===== config.mk =====
export PLATFORM = sky130hd
export DESIGN_NAME = uart_tx_arbiter
export DESIGN_NICKNAME = d
export VERILOG_FILES = /design/src/rtl/uart_tx_arbiter.sv
export SDC_FILE = /design/constraint.sdc
export NUM_CORES = 1
export LEC_CHECK = 0
export CELL_PAD_IN_SITES_DETAIL_PLACEMENT = 1
export CELL_PAD_IN_SITES_GLOBAL_PLACEMENT = 1
export CORE_ASPECT_RATIO = 1.2
export CORE_MARGIN = 3
export CORE_UTILIZATION = 26
export CTS_BUF_LIST = sky130_fd_sc_hd__clkbuf_8 sky130_fd_sc_hd__clkbuf_16
export CTS_CLUSTER_SIZE = 20
export DETAILED_ROUTE_END_ITERATION = 8
export HOLD_SLACK_MARGIN = 0.12
export PLACE_DENSITY = 0.73
export SLEW_MARGIN = 10
export SYNTH_ARGS = -nofsm -noshare
export SYNTH_HDL_FRONTEND = slang
export SYNTH_SLANG_ARGS = --single-unit

===== constraint.sdc =====
create_clock -name clk -period 2.6 [get_ports clk]
set_input_delay 0.26 -clock clk [delete_from_list [all_inputs] [get_ports clk]]
set_output_delay 0.26 -clock clk [all_outputs]
set_load 0.01 [all_outputs]

===== src/rtl/uart_tx_arbiter.sv =====
// Round-robin arbiter that shares one UART transmitter among NUM_REQ byte producers.
// Each accepted byte becomes one frame: start pulse, wait for busy to rise, then wait for busy to fall.
module uart_tx_arbiter #(
   parameter int NUM_REQ      = 3,
   parameter int BUSY_TIMEOUT = 16,
   parameter int CNT_W        = 5
) (
   input  logic                 clk,
   input  logic                 reset,
   input  logic [NUM_REQ-1:0]   i_req_valid,
   input  logic [8*NUM_REQ-1:0] i_req_data,
   output logic [NUM_REQ-1:0]   o_req_ready,
   output logic [7:0]           o_tx_data,
   output logic                 o_tx_start,
   input  logic                 i_tx_busy,
   output logic [2:0]           o_grant_id,
   output logic                 o_active,
   output logic                 o_timeout
);

   localparam int PTR_W = (NUM_REQ > 1) ? $clog2(NUM_REQ) : 1;

   typedef enum logic [1:0] {
      IDLE      = 2'd0,
      START     = 2'd1,
      WAIT_BUSY = 2'd2,
      WAIT_DONE = 2'd3
   } state_t;

   state_t           state;
   state_t           state_nxt;
   logic [PTR_W-1:0] rr_ptr;
   logic [PTR_W-1:0] pick;
   logic             pick_ok;
   logic [CNT_W-1:0] cnt;
   logic             accept;
   logic             cnt_done;

   // Search rr_ptr+1, rr_ptr+2, ... so the last grantee has the lowest priority.
   always_comb begin
      int sum;
      logic [PTR_W-1:0] idx;
      pick    = rr_ptr;
      pick_ok = 1'b0;
      sum     = 0;
      idx     = '0;
      for (int i = NUM_REQ; i >= 1; i--) begin
         sum = int'(rr_ptr) + i;
         if (sum >= NUM_REQ) sum = sum - NUM_REQ;
         idx = PTR_W'(sum);
         if (i_req_valid[idx]) begin
            pick    = idx;
            pick_ok = 1'b1;
         end
      end
   end

   assign accept   = (state == IDLE) && !i_tx_busy && pick_ok && !reset;
   assign cnt_done = (cnt == CNT_W'(BUSY_TIMEOUT - 1));

   always_ff @(posedge clk) begin
      if (reset) state <= IDLE;
      else       state <= state_nxt;
   end

   always_comb begin
      state_nxt = state;
      case (state)
         IDLE:      if (accept) state_nxt = START;
         START:     state_nxt = WAIT_BUSY;
         WAIT_BUSY: begin
            if (i_tx_busy)     state_nxt = WAIT_DONE;
            else if (cnt_done) state_nxt = IDLE;
         end
         WAIT_DONE: if (!i_tx_busy) state_nxt = IDLE;
         default:   state_nxt = IDLE;
      endcase
   end

   always_comb begin
      o_req_ready = '0;
      if (accept) o_req_ready[pick] = 1'b1;
      o_tx_start = (state == START);
   end

   // Byte and grant id are only rewritten on accept, so they hold steady for the whole frame.
   always_ff @(posedge clk) begin
      if (reset) begin
         o_tx_data  <= 8'h00;
         o_grant_id <= 3'd0;
         o_active   <= 1'b0;
         o_timeout  <= 1'b0;
         rr_ptr     <= PTR_W'(NUM_REQ - 1);
         cnt        <= '0;
      end else begin
         o_timeout <= 1'b0;
         case (state)
            IDLE: begin
               if (accept) begin
                  o_tx_data  <= i_req_data[int'(pick)*8 +: 8];
                  o_grant_id <= 3'(pick);
                  rr_ptr     <= pick;
                  o_active   <= 1'b1;
               end
            end
            START: cnt <= '0;
            WAIT_BUSY: begin
               if (!i_tx_busy) begin
                  cnt <= cnt + 1'b1;
                  if (cnt_done) begin
                     o_timeout <= 1'b1;
                     o_active  <= 1'b0;
                  end
               end
            end
            WAIT_DONE: if (!i_tx_busy) o_active <= 1'b0;
            default: ;
         endcase
      end
   end

endmodule

==> results.cfg, run 1 <==
[flow_run]
max_cap_viol_count = 0

[pwr]
power_per_cell_area_mw_per_mm2 = 719
power.static_leakage_nw = 0.904
ir_worst_vdd_uv = 294
power.total_mw = 1.54

[logic_synthesis]
register_area_share_after_synthesis_pct = 28.3
postSynthRegisterBits = 20
avg_synthesized_cell_area_um2 = 7.80
synth.net_count = 221
cell_count_after_synthesis = 181
synth_cell_types = 42
synth-edff-count = 0
synth-warning-count = 0
dominantRegCellSynth = dfxtp_1
synth.cell_area_mm2 = 0.00141
synth_async_sr_flop_share_pct = 0

[drt]
antenna_violation_net_count_after_detailed_routing = 0
drc_violation_total_after_the_first_tritonroute_iteration = 44
drt-total-wl_mm = 4.28
vias = 1488
route.detailed.vias_per_inst = 4.93
wl_per_cell_um = 14.2
total_drc_errors_in_the_routed_layout = 0
detail_route.first_pass.iterations = 4

[setup_path]
worst-r2r-setup-slack_ns = 0.31
cp-end-kind = output pin
worst-setup-path-type = flop to output pin
timing.critical_path.slowest_stage_cell = dfxtp_2
sequence_of_cells_on_the_critical_path = inv_2 -> buf_4 -> ha_1 -> nand2b_2 -> and3_4 -> o21ai_4 -> buf_4 -> o211ai_1 -> buf_4 -> nor3_2 -> buf_2
worst_ep_arrival_time_ns = 2.22
startpoint_type = flop
crit_path_max_fanout = 4
crit_path_frequent_cell = buf_4
cp_slowest_stage_delay_ns = 0.34
cp_data_required_time_ns = 2.34

[layout]
antenna-diode-count = 0
final_area_mm2 = 0.00215
seq_area_um2 = 402
syn2layout_area_growth_pct = 52.0
layout.cells.non_filler = 302
layout_cell_share_with_drive_strength_beyond_1_pct = 21.1
multi_input_comb_area_um2 = 957
layout.nets = 283
nFillCells = 612
finish.utilization_pct = 42.3

[placement]
dpl.hpwl_mm = 3.38
post_place_cells = 297
gp_congestion = 0.799
number_of_port_buffers = 45
postPlaceCellArea_mm2 = 0.00203

[die]
initial_utilization_pct = 27.8
core_region_mm2 = 0.00508
count_of_standard_cell_rows = 28
die_width_um = 73.3
ports = 47
die_height_um = 86.7
die_area_mm2 = 0.00636

[timing]
finalWorstPathRequiredPeriod_ns = 2.48
finalClockSkew_ns = 0.00748
setup_viol = 0
grt_setup_unrepaired = false
timing.final.max_slew_violations = 0
max_freq_mhz = 404
layout_worst_path_cycle_share_pct = 95.2
finalHoldViolations = 0
hold-worst-slack_ns = 0.472

[clocking]
clockBufferDepth = 2
cts_root_buffer = clkbuf_8
post_cts_hold_buffer_count = 0
ctsHtreeMaxLevel = 1
clock_sink_count = 20
tritoncts.num_buffers = 3
clock_tree_from_tritoncts = built
clkLatencyLatePin_ns = 0.27
path_clk_slew_ns = 0.08

[status]
status = completed

[grt]
vias_in_the_first_global_route = 1540
grt_util_all_layers_pct = 14.0
grt_max_degree = 22
number_of_antenna_violations_at_the_first_check_in_global_routing = 0
wire_length_of_the_first_global_routing_pass_mm = 7.11
overflow = 0

[worst_hold_path]
min_path_type = flop to flop
## synthesized netlist by cell type, types with 2 or more instances
master | count | area [µm²]
a211oi_1 | 7 | 52.6
a211oi_2 | 3 | 37.5
a21o_1 | 9 | 67.6
a21oi_1 | 13 | 65.1
a22oi_1 | 2 | 15.0
a311oi_1 | 2 | 17.5
a31oi_1 | 8 | 50.1
and3_1 | 3 | 18.8
buf_2 | 4 | 20.0
buf_4 | 3 | 22.5
buf_6 | 2 | 22.5
dfxtp_1 | 20 | 400
ha_1 | 10 | 125
inv_1 | 9 | 33.8
mux2_2 | 2 | 22.5
nand2_1 | 25 | 93.8
nand2b_1 | 3 | 18.8
nor2_1 | 23 | 86.3
nor2b_1 | 2 | 12.5
nor3_1 | 3 | 15.0
o211a_1 | 2 | 20.0
o21ai_0 | 6 | 30.0
## layer usage
layer  vias up  global-route usage [%]  routed length (µm)
li1        762                       -                   -
met1       686                    18.1                1970
met2        34                    23.6                2050
met3         6                    2.20                 202
met4         0                    3.86                  53
met5         -                       0                   0
## metrics by stage
stage               setup TNS, ns  setup slack (ns)
CTS                      -0.00283          -0.00283
floorplan                       0             0.339
detailed placement        -0.0766           -0.0504
finish                          0             0.124
global route                    0           0.00368
global placement                0            0.0104
## power by group
group          switching [mW]  leakage, nW  internal, mW
logic                   0.416        0.704         0.414
registers              0.0366        0.164         0.356
clock network           0.115       0.0357         0.206
total                   0.568        0.904         0.976
## kinds of logic (layout without fill, tap and decap cells)
family / count (synthesis) / count (layout) / synth area share (%)
AND/OR/NAND/NOR: 67 / 67 / 21.8
AO/OA/AOI/OAI: 61 / 61 / 31.6
flip-flops: 20 / 20 / 28.3
buffers and inverters: 20 / 81 / 7.53
adder cells (fa/ha/maj): 10 / 10 / 8.86
multiplexers: 2 / 2 / 1.59
other: 1 / 1 / 0.265
## layout by cell type (no fill, tap or decap), types with 2 or more instances in the layout
master / n
buf_2: 2
nor2_1: 23
nor2b_1: 2
buf_4: 23
clkdlybuf4s50_1: 42
and3_1: 2
o21ai_0: 6
mux2_2: 2
a211oi_1: 7
ha_1: 9
nor3_2: 2
o211a_1: 2
a21o_1: 9
and3_4: 2
clkbuf_8: 3
nand2b_1: 2
a22oi_1: 2
a21oi_1: 13
inv_1: 8
nand2_1: 25
dfxtp_1: 19
a311oi_1: 2
a211oi_2: 3
a31oi_1: 8
## registers in the layout (all words and copies together), names as in the netlist
name,flops
cnt,5
state,2
o_grant_id,1
o_active,1
rr_ptr,2
o_tx_data,8
o_timeout,1
## critical path: cells and delay by family (launching register included)
| family | cells | cell delay, ns |
|---|---|---|
| buffers and inverters | 5 | 0.66 |
| AOI/OAI and AO/OA | 2 | 0.26 |
| and+or+nand+nor | 3 | 0.51 |
| DFF | 1 | 0.34 |
| adders and majority gates | 1 | 0.19 |
## final timing paths
check | start | to | cells past startpoint
max | rr_ptr[0]$_SDFFE_PP0P_ | o_req_ready[1] | 11
min | o_grant_id[1]$_SDFFE_PP0P_ | o_grant_id[1]$_SDFFE_PP0P_ | 2
max reg2reg | rr_ptr[0]$_SDFFE_PP0P_ | o_tx_data[1]$_SDFFE_PP0P_ | 11
min reg2reg | o_grant_id[1]$_SDFFE_PP0P_ | o_grant_id[1]$_SDFFE_PP0P_ | 2
## cell type report
type | instances | share of cell area (%)
multi-input cells | 141 | 44.6
repair buffers | 68 | 28.3
flip-flops and latches | 20 | 18.7
well taps | 60 | 3.50
clock buffers | 3 | 1.92
inverters | 9 | 1.57
clock inverters | 1 | 1.40
## repair_timing
item                                    in CTS  in global routing
setup buffers                                0                  1
resized for setup                           10                 12
endpoints found under the setup margin       3                  3
pin swaps                                    2                  4
Note: power is estimated with default switching activity, not from simulation.
==> inputs of run 2 (changes only) <==
--- a/config.mk
+++ b/config.mk
@@ -14,7 +14,7 @@
 export CTS_CLUSTER_SIZE = 20
 export DETAILED_ROUTE_END_ITERATION = 8
 export HOLD_SLACK_MARGIN = 0.12
-export PLACE_DENSITY = 0.73
+export PLACE_DENSITY = 0.76
 export SLEW_MARGIN = 10
 export SYNTH_ARGS = -nofsm -noshare
 export SYNTH_HDL_FRONTEND = slang
==> constraint.sdc (replaced) <==
create_clock -name clk -period 2.2 [get_ports clk]
set_input_delay 0.22 -clock clk [delete_from_list [all_inputs] [get_ports clk]]
set_output_delay 0.22 -clock clk [all_outputs]
set_load 0.01 [all_outputs]
==> results.cfg, run 2 (synthesis results as in run 1) <==
[status]
status = complete, but fails checks
violations = negative setup slack

[layout]
layout.cells.non_filler = 313
multi_input_comb_area_mm2 = 0.00109
layout_cell_share_with_drive_strength_beyond_1_pct = 34.0
antenna-diode-count = 0
top_library_cells_by_usage_in_the_layout_fill_and_taps_aside = clkdlybuf4s50_1, buf_4, nor2_1, nand2_1, dfxtp_1
nFillCells = 619
syn2layout_area_growth_pct = 69.4
layout.nets = 294
largest_reg_flops = 8
top_regs = o_tx_data: 8 flops, cnt: 5 flops
layout.cells.most_common = clkdlybuf4s50_1
seq_area_um2 = 403
final_area_mm2 = 0.00239
regMostFlops = o_tx_data
finish.utilization_pct = 47.1

[flow_run]
max_cap_viol_count = 0

[worst_hold_path]
hold_path_startpoint = cnt[3]$_SDFFE_PP0P_
worstHoldPathCells = 1
worstHoldEndpoint = cnt[3]$_SDFFE_PP0P_
min_path_type = flop to flop

[pwr]
seqPwrFrac_pct = 23.0
p_switching_mw = 0.772
power.share.clock_pct = 18.9
power_per_cell_area_mw_per_mm2 = 852
p_comb_share_pct = 58.2
p_int_mw = 1.27
power.static_leakage_nw = 0.995
power.total_mw = 2.04
ir_worst_vdd_uv = 258
swShare_pct = 37.9

[setup_path]
crit_path_max_fanout = 3
worst_ep_arrival_time_ns = 2.06
worstReg2RegStart = rr_ptr[0]$_SDFFE_PP0P_
cp-end-kind = output pin
startpoint_type = flop
cp_data_required_time_ns = 1.98
worst-r2r-setup-slack_ns = -0.05
worst_flop_to_flop_path_endpoint = o_tx_data[7]$_SDFFE_PP0P_
worst-setup-path-type = flop to output pin
worst_case_reg_to_reg_path_depth = 12

[timing]
finalWorstPathRequiredPeriod_ns = 2.28
timing.final.max_slew_violations = 0
finalClockSkew_ns = 0.00480
setup_viol = 9
finalSetupTns_ns = -0.366
grt_setup_unrepaired = true
finalHoldViolations = 0
worst_slack_ns = -0.0783
layout_worst_path_cycle_share_pct = 104
hold-worst-slack_ns = 0.483
max_freq_mhz = 439

[placement]
postPlaceCellArea_mm2 = 0.00205
number_of_port_buffers = 45
gp_congestion = 0.787
dpl_worst_slack_ns = -0.368
post_place_cells = 299
dpl.hpwl_mm = 3.47

[drt]
detail_route.first_pass.iterations = 4
drc_violation_total_after_the_first_tritonroute_iteration = 85
wl_per_cell_um = 16.1
total_drc_errors_in_the_routed_layout = 0
antenna_violation_net_count_after_detailed_routing = 0
vias = 1569
route.detailed.vias_per_inst = 5.01
drt-total-wl_mm = 5.03

[die]
die_height_um = 86.7
core_region_mm2 = 0.00508
ports = 47
count_of_standard_cell_rows = 28
die_area_mm2 = 0.00636
initial_utilization_pct = 27.8
die_width_um = 73.3

[grt]
vias_in_the_first_global_route = 1559
grt_max_degree = 22
overflow = 0
grt_util_all_layers_pct = 15.2
wire_length_of_the_first_global_routing_pass_mm = 7.56
number_of_antenna_violations_at_the_first_check_in_global_routing = 0

[clocking]
tritoncts.num_buffers = 3
ctsHtreeMaxLevel = 1
clockBufferDepth = 2
cts_root_buffer = clkbuf_8
clkLatencyLatePin_ns = 0.27
path_clk_slew_ns = 0.09
clock_tree_from_tritoncts = built
clock_sink_count = 20
-- run 2: cell count changes in the layout (fill, tap and decap cells not counted), sizes merged --
cell	before	now
clkbuf	4	3
buf	25	37
-- run 2: repair_timing --
| action | in CTS | in global routing |
|---|---|---|
| resized for setup | 41 | 20 |
| pin swaps | 11 | 11 |
| hold buffers | 0 | 0 |
| hold endpoints to repair | 0 | 0 |
| setup endpoints to repair | 13 | 15 |
| gates cloned | 1 | 0 |
| buffers inserted | 6 | 3 |
-- run 2: power groups by stage --
stage	clock network (mW)	registers [mW]	logic (mW)
floorplan	0	0.485	0.560
global placement	0	0.471	0.945
detailed placement	0	0.473	0.967
CTS	0.389	0.468	1.10
global route	0.411	0.478	1.30
finish	0.384	0.468	1.19
-- run 2: worst max-delay path by stage --
stage                                 startpoint                        end  slack (ns)  cells past startpoint
after floorplan           rr_ptr[0]$_SDFFE_PP0P_  o_tx_data[0]$_SDFFE_PP0P_        0.01                     10
after global placement            i_req_valid[2]             o_req_ready[1]       -0.33                      7
after detailed placement  rr_ptr[0]$_SDFFE_PP0P_             o_req_ready[1]       -0.37                      9
after CTS                 rr_ptr[0]$_SDFFE_PP0P_             o_req_ready[1]       -0.12                     10
after global routing      rr_ptr[0]$_SDFFE_PP0P_             o_req_ready[0]       -0.18                     11
final                     rr_ptr[0]$_SDFFE_PP0P_             o_req_ready[2]       -0.08                     10
-- run 2: final cells by class --
type | instances | area share, %
multi-input combinational | 141 | 45.4
clock inverter | 1 | 1.25
inverter | 9 | 1.52
clock buffer | 3 | 1.73
tap | 60 | 3.14
sequential | 20 | 16.8
timing repair buffer | 79 | 30.1
-- run 2: metal layers --
metal  vias up  global-route usage (%)  part of all wire, %
li1        784                       -                    -
met1       742                    18.1                   44
met2        37                    26.7                   50
met3         6                    2.09                  4.2
met4         0                    6.54                  1.8
met5         -                       0                    0
-- run 2: worst max-delay path, stage by stage, from the launching register on --
cell      delay (ns)
dfxtp_2         0.37
inv_4           0.06
buf_6           0.12
ha_4            0.14
nand2b_4        0.15
buf_4           0.14
and3_4          0.17
o31a_1          0.27
buf_4           0.15
nor2_2          0.09
buf_2           0.13
==> inputs of run 3 (changes only) <==
--- a/config.mk
+++ b/config.mk
@@ -14,8 +14,7 @@
 export CTS_CLUSTER_SIZE = 20
 export DETAILED_ROUTE_END_ITERATION = 8
 export HOLD_SLACK_MARGIN = 0.12
-export PLACE_DENSITY = 0.76
-export SLEW_MARGIN = 10
+export PLACE_DENSITY = 0.73
 export SYNTH_ARGS = -nofsm -noshare
 export SYNTH_HDL_FRONTEND = slang
 export SYNTH_SLANG_ARGS = --single-unit
==> constraint.sdc (replaced) <==
create_clock -name clk -period 2.7 [get_ports clk]
set_input_delay 0.27 -clock clk [delete_from_list [all_inputs] [get_ports clk]]
set_output_delay 0.27 -clock clk [all_outputs]
set_load 0.01 [all_outputs]
==> results.cfg, run 3 (synthesis results as in run 1) <==
[die]
die_width_um = 73.3
core_region_mm2 = 0.00508
ports = 47
initial_utilization_pct = 27.8
die_height_um = 86.7
die_area_mm2 = 0.00636
count_of_standard_cell_rows = 28

[setup_path]
sequence_of_cells_on_the_critical_path = inv_1 -> buf_4 -> ha_1 -> nand2b_2 -> and3_1 -> o21ai_2 -> buf_4 -> o211a_1 -> nand2_1 -> nor2_1 -> dlygate4sd2_1
worst_ep_arrival_time_ns = 2.28
crit_path_max_fanout = 3
cp_slowest_stage_delay_ns = 0.34
timing.critical_path.slowest_stage_cell = dfxtp_1
crit_path_frequent_cell = buf_4
critical_path.top_delay_family = buffers and inverters
cp-end-kind = output pin
cp_data_required_time_ns = 2.43
worst-setup-path-type = flop to output pin
startpoint_type = flop
cp.buffers_inverters = 4

[drt]
vias = 1452
detail_route.first_pass.iterations = 4
route.detailed.vias_per_inst = 4.91
drc_violation_total_after_the_first_tritonroute_iteration = 35
antenna_violation_net_count_after_detailed_routing = 0
drt-total-wl_mm = 4.22
wl_per_cell_um = 14.3
total_drc_errors_in_the_routed_layout = 0

[timing]
layout_worst_path_cycle_share_pct = 94.5
max_freq_mhz = 392
setup_viol = 0
finalSetupTns_ns = 0
grt_setup_unrepaired = false
finalWorstPathRequiredPeriod_ns = 2.55
finalClockSkew_ns = 0.00446
finalHoldViolations = 0
timing.final.max_slew_violations = 0

[clocking]
clkLatencyLatePin_ns = 0.26
clockBufferDepth = 2
clock_tree_from_tritoncts = built
path_clk_slew_ns = 0.08
cts.repair_timing.setup_buffer_count = 0
clock_sink_count = 20
cts_root_buffer = clkbuf_8
ctsHtreeMaxLevel = 1
tritoncts.num_buffers = 3

[placement]
dpl.hpwl_mm = 3.27
number_of_port_buffers = 45
gp_congestion = 0.791

[grt]
vias_in_the_first_global_route = 1514
grt_util_all_layers_pct = 13.7
grt_max_degree = 22
number_of_antenna_violations_at_the_first_check_in_global_routing = 0
wire_length_of_the_first_global_routing_pass_mm = 7.11
overflow = 0

[layout]
layout_cell_share_with_drive_strength_beyond_1_pct = 16.1
largest_reg_flops = 8
finish.utilization_pct = 40.7
top_regs = o_tx_data: 8 flops, cnt: 5 flops
regMostFlops = o_tx_data
syn2layout_area_growth_pct = 46.2
layout.cells.most_common = clkdlybuf4s50_1
nFillCells = 629
top_library_cells_by_usage_in_the_layout_fill_and_taps_aside = clkdlybuf4s50_1, nand2_1, nor2_1, dfxtp_1, buf_4
antenna-diode-count = 0
layout.nets = 277

[pwr]
power_per_cell_area_mw_per_mm2 = 696
ir_worst_vdd_uv = 221
power.static_leakage_nw = 0.871

[worst_hold_path]
min_path_type = flop to flop

[flow_run]
max_cap_viol_count = 0

[status]
status = completed
run 3: changes by cell type in the layout (fill, tap and decap cells not counted), moves of 4 or more:
cell      delta
nand2_1      +4
buf_4        -9
a211oi_1     +7
buf_6        -8
a211oi_2     -7
run 3: final timing paths:
check                          from                   endpoint  slack, ns  cells after the start
min reg2reg     cnt[3]$_SDFFE_PP0P_        cnt[3]$_SDFFE_PP0P_       0.49                      1
max reg2reg  rr_ptr[0]$_SDFFE_PP0P_  o_tx_data[5]$_SDFFE_PP0P_       0.46                     10
min             cnt[3]$_SDFFE_PP0P_        cnt[3]$_SDFFE_PP0P_       0.49                      1
max          rr_ptr[0]$_SDFFE_PP0P_             o_req_ready[2]       0.15                     11
run 3: layer usage:
layer | wire, µm | global-route usage, % | vias up
met2 | 1930 | 22.5 | 35
li1 | - | - | 750
met3 | 176 | 1.74 | 6
met4 | 67 | 4.53 | 0
met5 | 0 | 0 | -
met1 | 2040 | 18.5 | 661
run 3: power breakdown:
part / leakage [nW] / switching [mW] / internal, mW
Clock: 0.0357 / 0.109 / 0.198
Combinational: 0.672 / 0.380 / 0.374
Sequential: 0.163 / 0.0340 / 0.343
Total: 0.871 / 0.523 / 0.914
run 3: cell type report:
cell class	instances	area, µm²	area share (%)
clock inverter	1	30.0	1.45
timing repair buffer	62	567	27.4
inverter	9	33.8	1.64
tap	60	75.1	3.63
clock buffer	3	41.3	2.00
sequential	20	400	19.4
multi-input combinational	141	918	44.5
run 3: through the flow:
| step | total power [mW] | cell area, µm² | hold slack (ns) | cells | setup slack, ns |
|---|---|---|---|---|---|
| 2_1_floorplan | 0.847 | 1410 | 0.439 | 181 | 0.429 |
| 5_1_grt | 1.55 | 2070 | 0.509 | 296 | 0.000818 |
| 3_5_place_dp | 1.14 | 1990 | 0.479 | 292 | 0.0162 |
| 3_3_place_gp | 1.13 | 1990 | 0.471 | 292 | 0.0602 |
| 4_1_cts | 1.46 | 2070 | 0.492 | 296 | 0.0554 |
| 6_report | 1.44 | 2070 | 0.495 | 296 | 0.149 |
run 3: timing repair:
item                                    CTS  global route
hold buffers                              0             0
resized for setup                         5             5
endpoints found under the setup margin    3             2
pin swaps                                 1             2
hold endpoints to repair                  0             0
==> patch 1 (settings of run 2) <==
The 4 states of `state_t` get a one-hot encoding in 4 bits.
--- a/src/rtl/uart_tx_arbiter.sv
+++ b/src/rtl/uart_tx_arbiter.sv
@@ -22,7 +22,7 @@
 
-   typedef enum logic [1:0] {
-      IDLE      = 2'd0,
-      START     = 2'd1,
-      WAIT_BUSY = 2'd2,
-      WAIT_DONE = 2'd3
+   typedef enum logic [3:0] {
+      IDLE      = 4'b0001,
+      START     = 4'b0010,
+      WAIT_BUSY = 4'b0100,
+      WAIT_DONE = 4'b1000
    } state_t;
Formal check against the unedited RTL: no difference found for any inputs over 10 cycles, from zero or initial values and one cycle with reset high; not proved beyond that.
==> patch 1 against run 2 <==
- the flow still finishes with violations (negative setup slack)
- critical endpoint is now o_req_ready[0]
- largest power group unchanged
- design area rose by 11%
- largest cell class unchanged
- setup slack got worse by 0.14 ns
- area after synthesis rose by 18%
- sequential cell count rose by 2
- critical path type unchanged
- power fell by 24%
- non-clock buffer count rose by 7
- wire length rose by 17%
==> patch 1: results (changes against run 2) <==
outcome:
  outcome: "finished, violations left"  # unchanged
  violations: "negative setup slack"  # unchanged
setup_path:
  critical-path-top-delay-family: "compound AO/OA/AOI/OAI gates"  # was buffers and inverters
  crit_start: "rr_ptr[1]"  # was rr_ptr[0]
  path_max_fanout: 4  # was 3
  critPathMaxStageDelay_ns: 0.37  # about the same
  worstReg2RegStart: "rr_ptr[1]"  # was rr_ptr[0]
  crit_arrival_ns: 2.20  # was 2.06 ns
  worst_r2r_path_depth: 11  # was 12
power:
  pwr-share-seq: 0.301  # was 0.230
  p_leak_nw: 1.05  # was 0.995 nW
  ir_worst_vdd_uv: 247  # was 258 uV
  intPower_mw: 1.04  # was 1.27 mW
timing:
  setup-tns-final_ns: -1.85  # was -0.366 ns
  clock_skew_ns: 0.00327  # was 0.00480 ns
  setup_ws_ns: -0.222  # was -0.0783 ns
  setup_viol_count_final: 11  # was 9
clock_network:
  cts_setup_buffers: 5  # was 6
  post_cts_resized: 27  # was 41
drt:
  first_iter_violations: 59  # was 85
  wl_per_cell_um: 15.9  # was 16.1 um
  post_drt_via_cell_ratio: 5.09  # was 5.01
  vias: 1880  # was 1569
cells_and_area:
  nets: 323  # was 294
  reg.largest.list: "o_tx_data x8, cnt x5, state x4"  # was o_tx_data x8, cnt x5
  drive_above_1_share: 0.265  # was 0.340
grt:
  grt_usage: 0.165  # was 0.152
  grt_pass1_vias: 1962  # was 1559
  grt_pass1_wl_um: 9790  # was 7560 um
synthesis:
  seq_area_frac_synth: 0.265  # was 0.283
  synth_common_cells: "22 x dfxtp_1, 15 x nand2_1, 14 x nor2_1, 13 x inv_1, 13 x mux2i_1"  # was 25 x nand2_1, 23 x nor2_1, 20 x dfxtp_1, 13 x a21oi_1, 10 x ha_1
  synth_nets: 250  # was 221
  synth.area.top_cells: "dfxtp_1 26%, mux2i_1 7.8%, a311oi_1 4.2%"  # was dfxtp_1 28%, ha_1 8.9%, nand2_1 6.6%
  avgSynthCellArea_um2: 7.74  # was 7.80 um^2
place:
  dp.cells: 360  # was 299
  gp_congestion: 0.887  # was 0.787
  hpwl_um: 4570  # was 3470 um
  post_dp_cell_area_um2: 2450  # was 2050 um^2
min_path:
  hold_path_startpoint: "o_grant_id[1]"  # was cnt[3]
patch 1: path summary, 6_finish.rpt:
kind | to | slack, ns
worst min-delay path | o_grant_id[1] | 0.47
worst max-delay path | o_req_ready[0] | -0.22
worst min register to register | o_grant_id[1] | 0.47
worst max register to register | o_tx_data[6] | -0.17
patch 1: layout make-up:
cell class	instances	area (um^2)
Inverter	15	63.8
Sequential cell	22	445
Tap cell	82	103
Clock buffer	3	41.3
Multi-Input combinational cell	160	1180
Timing Repair Buffer	86	778
Clock inverter	1	30.0
Fill cell	770	3480
patch 1: metal layers:
metal	up-vias	wire [um]	GRT usage
met4	0	62	0.0473
li1	926	-	-
met2	28	3110	0.302
met3	5	169	0.0173
met5	-	0	0
met1	921	2550	0.200
patch 1: kinds of logic after synthesis:
kind of cell | synth area share
other cells | 0.00225
simple gates | 0.255
mux | 0.0850
compound gates | 0.254
xor+xnor | 0.0158
buf+inv | 0.0857
fa+ha+maj | 0.0376
flops | 0.265
==> patch 2 (flow settings as in run 2) <==
Made on the original files. The parameter `CNT_W` goes from 5 to 10.
--- a/src/rtl/uart_tx_arbiter.sv
+++ b/src/rtl/uart_tx_arbiter.sv
@@ -5,3 +5,3 @@
    parameter int BUSY_TIMEOUT = 16,
-   parameter int CNT_W        = 5
+   parameter int CNT_W        = 10
 ) (
Check against the original RTL: same outputs for any inputs over 10 cycles, from zero or initial values and one cycle with reset high; that may be too few to reach the edited logic, so the function may still have changed.
==> patch 2 against run 2 <==
- the run still ends with negative setup slack left
- count of clock-buffer cells in the layout stayed put
- fmax is 9.1% lower
- die area is 13% higher
- design area is 8.9% higher
- power is 0.82% lower
- non-clock buffer count is 6 higher
- sequential cell count is 5 higher
- area after synthesis is 14% higher
- setup slack worse by 0.23 ns
- global-route usage is 0.29 points lower
- utilization is 2.3 points lower
- wire length is 7.1% higher
- highest routed layer unchanged
==> patch 2: results (changes against run 2) <==
grt:
  grt_pass1_vias: 1802  # was 1559
  grt_usage: 0.149  # was 0.152
  grt_max_degree: 16  # was 22
drt:
  wl_per_cell_um: 15.3  # was 16.1 um
  dr_wl_met3_um: 206  # was 210 um
  first_iter_violations: 61  # was 85
  post_drt_via_cell_ratio: 4.94  # was 5.01
  wl_met1_um: 2160  # was 2190 um
synthesis:
  seq_area_frac_synth: 0.311  # was 0.283
  synth.area.top_cells: "dfxtp_1 31%, ha_1 7.0%, nor2_1 6.5%"  # was dfxtp_1 28%, ha_1 8.9%, nand2_1 6.6%
  synth_nets: 232  # was 221
  synth_cell_type_count: 48  # was 42
  yosysMostFrequentCell: "nor2_1"  # was nand2_1
timing:
  clock_skew_ns: 0.00796  # was 0.00480 ns
  setup_viol_count_final: 14  # was 9
  setup_ws_ns: -0.306  # was -0.0783 ns
setup_path:
  path_max_fanout: 4  # was 3
  critPathMaxStageDelay_ns: 0.40  # was 0.37 ns
  crit_arrival_ns: 2.29  # was 2.06 ns
cells_and_area:
  nets: 312  # was 294
  reg.largest.list: "cnt x10, o_tx_data x8"  # was o_tx_data x8, cnt x5
outcome:
  violations: "negative setup slack"  # unchanged
  outcome: "finished, violations left"  # unchanged
place:
  gp_congestion: 0.814  # was 0.787
  place_ws_ns: -0.397  # was -0.368 ns
patch 2: area by class of cell:
type / count / area [um^2]
flip-flops and latches: 25 / 505
clock buffers: 3 / 41.3
clock inverters: 1 / 6.26
repair buffers: 85 / 776
well taps: 80 / 100
fillers: 695 / 3210
multi-input cells: 148 / 1130
inverters: 10 / 42.5
patch 2: worst register-to-register path, delay by kind of cell, from the launching register on:
family	cells	cell delay, ns
multiplexers	1	0.25
adder cells (fa/ha/maj)	1	0.17
AO/OA/AOI/OAI	3	0.73
buffers and inverters	5	0.70
flip-flops	1	0.34
AND/OR/NAND/NOR	2	0.18
patch 2: layer usage:
metal,vias up,track usage
met2,41,0.283
met4,0,0.0445
met5,-,0
met1,839,0.163
met3,10,0.0305
li1,849,-
patch 2: what timing repair did:
| item | CTS | global route |
|---|---|---|
| pin swaps | 11 | 7 |
| endpoints found under the setup margin | 11 | 15 |
| buffers inserted | 10 | 3 |
| hold buffers | 0 | 0 |
| gates resized for setup | 34 | 17 |
patch 2: path summary, 6_finish.rpt:
kind | slack [ns] | end | depth (start not counted)
worst max-delay path | -0.31 | o_req_ready[1] | 10
worst min-delay path | 0.48 | o_grant_id[1] | 2
worst max register to register | -0.26 | o_tx_data[1] | 12
worst min register to register | 0.48 | o_grant_id[1] | 2
patch 2: kinds of logic (layout without fill, tap and decap cells):
family | Yosys count | count (layout) | synth area share
other | 1 | 1 | 0.00233
multiplexers | 10 | 10 | 0.0699
AO/OA/AOI/OAI | 52 | 52 | 0.239
adder cells (fa/ha/maj) | 9 | 9 | 0.0699
buffers and inverters | 20 | 99 | 0.0691
AND/OR/NAND/NOR | 72 | 72 | 0.218
XOR/XNOR | 4 | 4 | 0.0218
flip-flops | 25 | 25 | 0.311
patch 2: report_power, final:
group | switching, mW | total (mW) | internal [mW]
Sequential | 0.0481 | 0.570 | 0.522
Combinational | 0.542 | 1.17 | 0.626
Clock | 0.155 | 0.285 | 0.130
Total | 0.746 | 2.02 | 1.28
patch 2: per-stage QoR:
step            util  instances  total power [mW]  hold slack [ns]  instance area (um^2)
2_1_floorplan      -        193              1.15            0.364                  1660
3_3_place_gp   0.400        335              1.52            0.459                  2330
3_5_place_dp   0.400        335              1.54            0.473                  2330
4_1_cts        0.433        349              1.95            0.482                  2520
5_1_grt        0.448        352              2.16            0.507                  2610
6_report       0.448        352              2.02            0.479                  2610
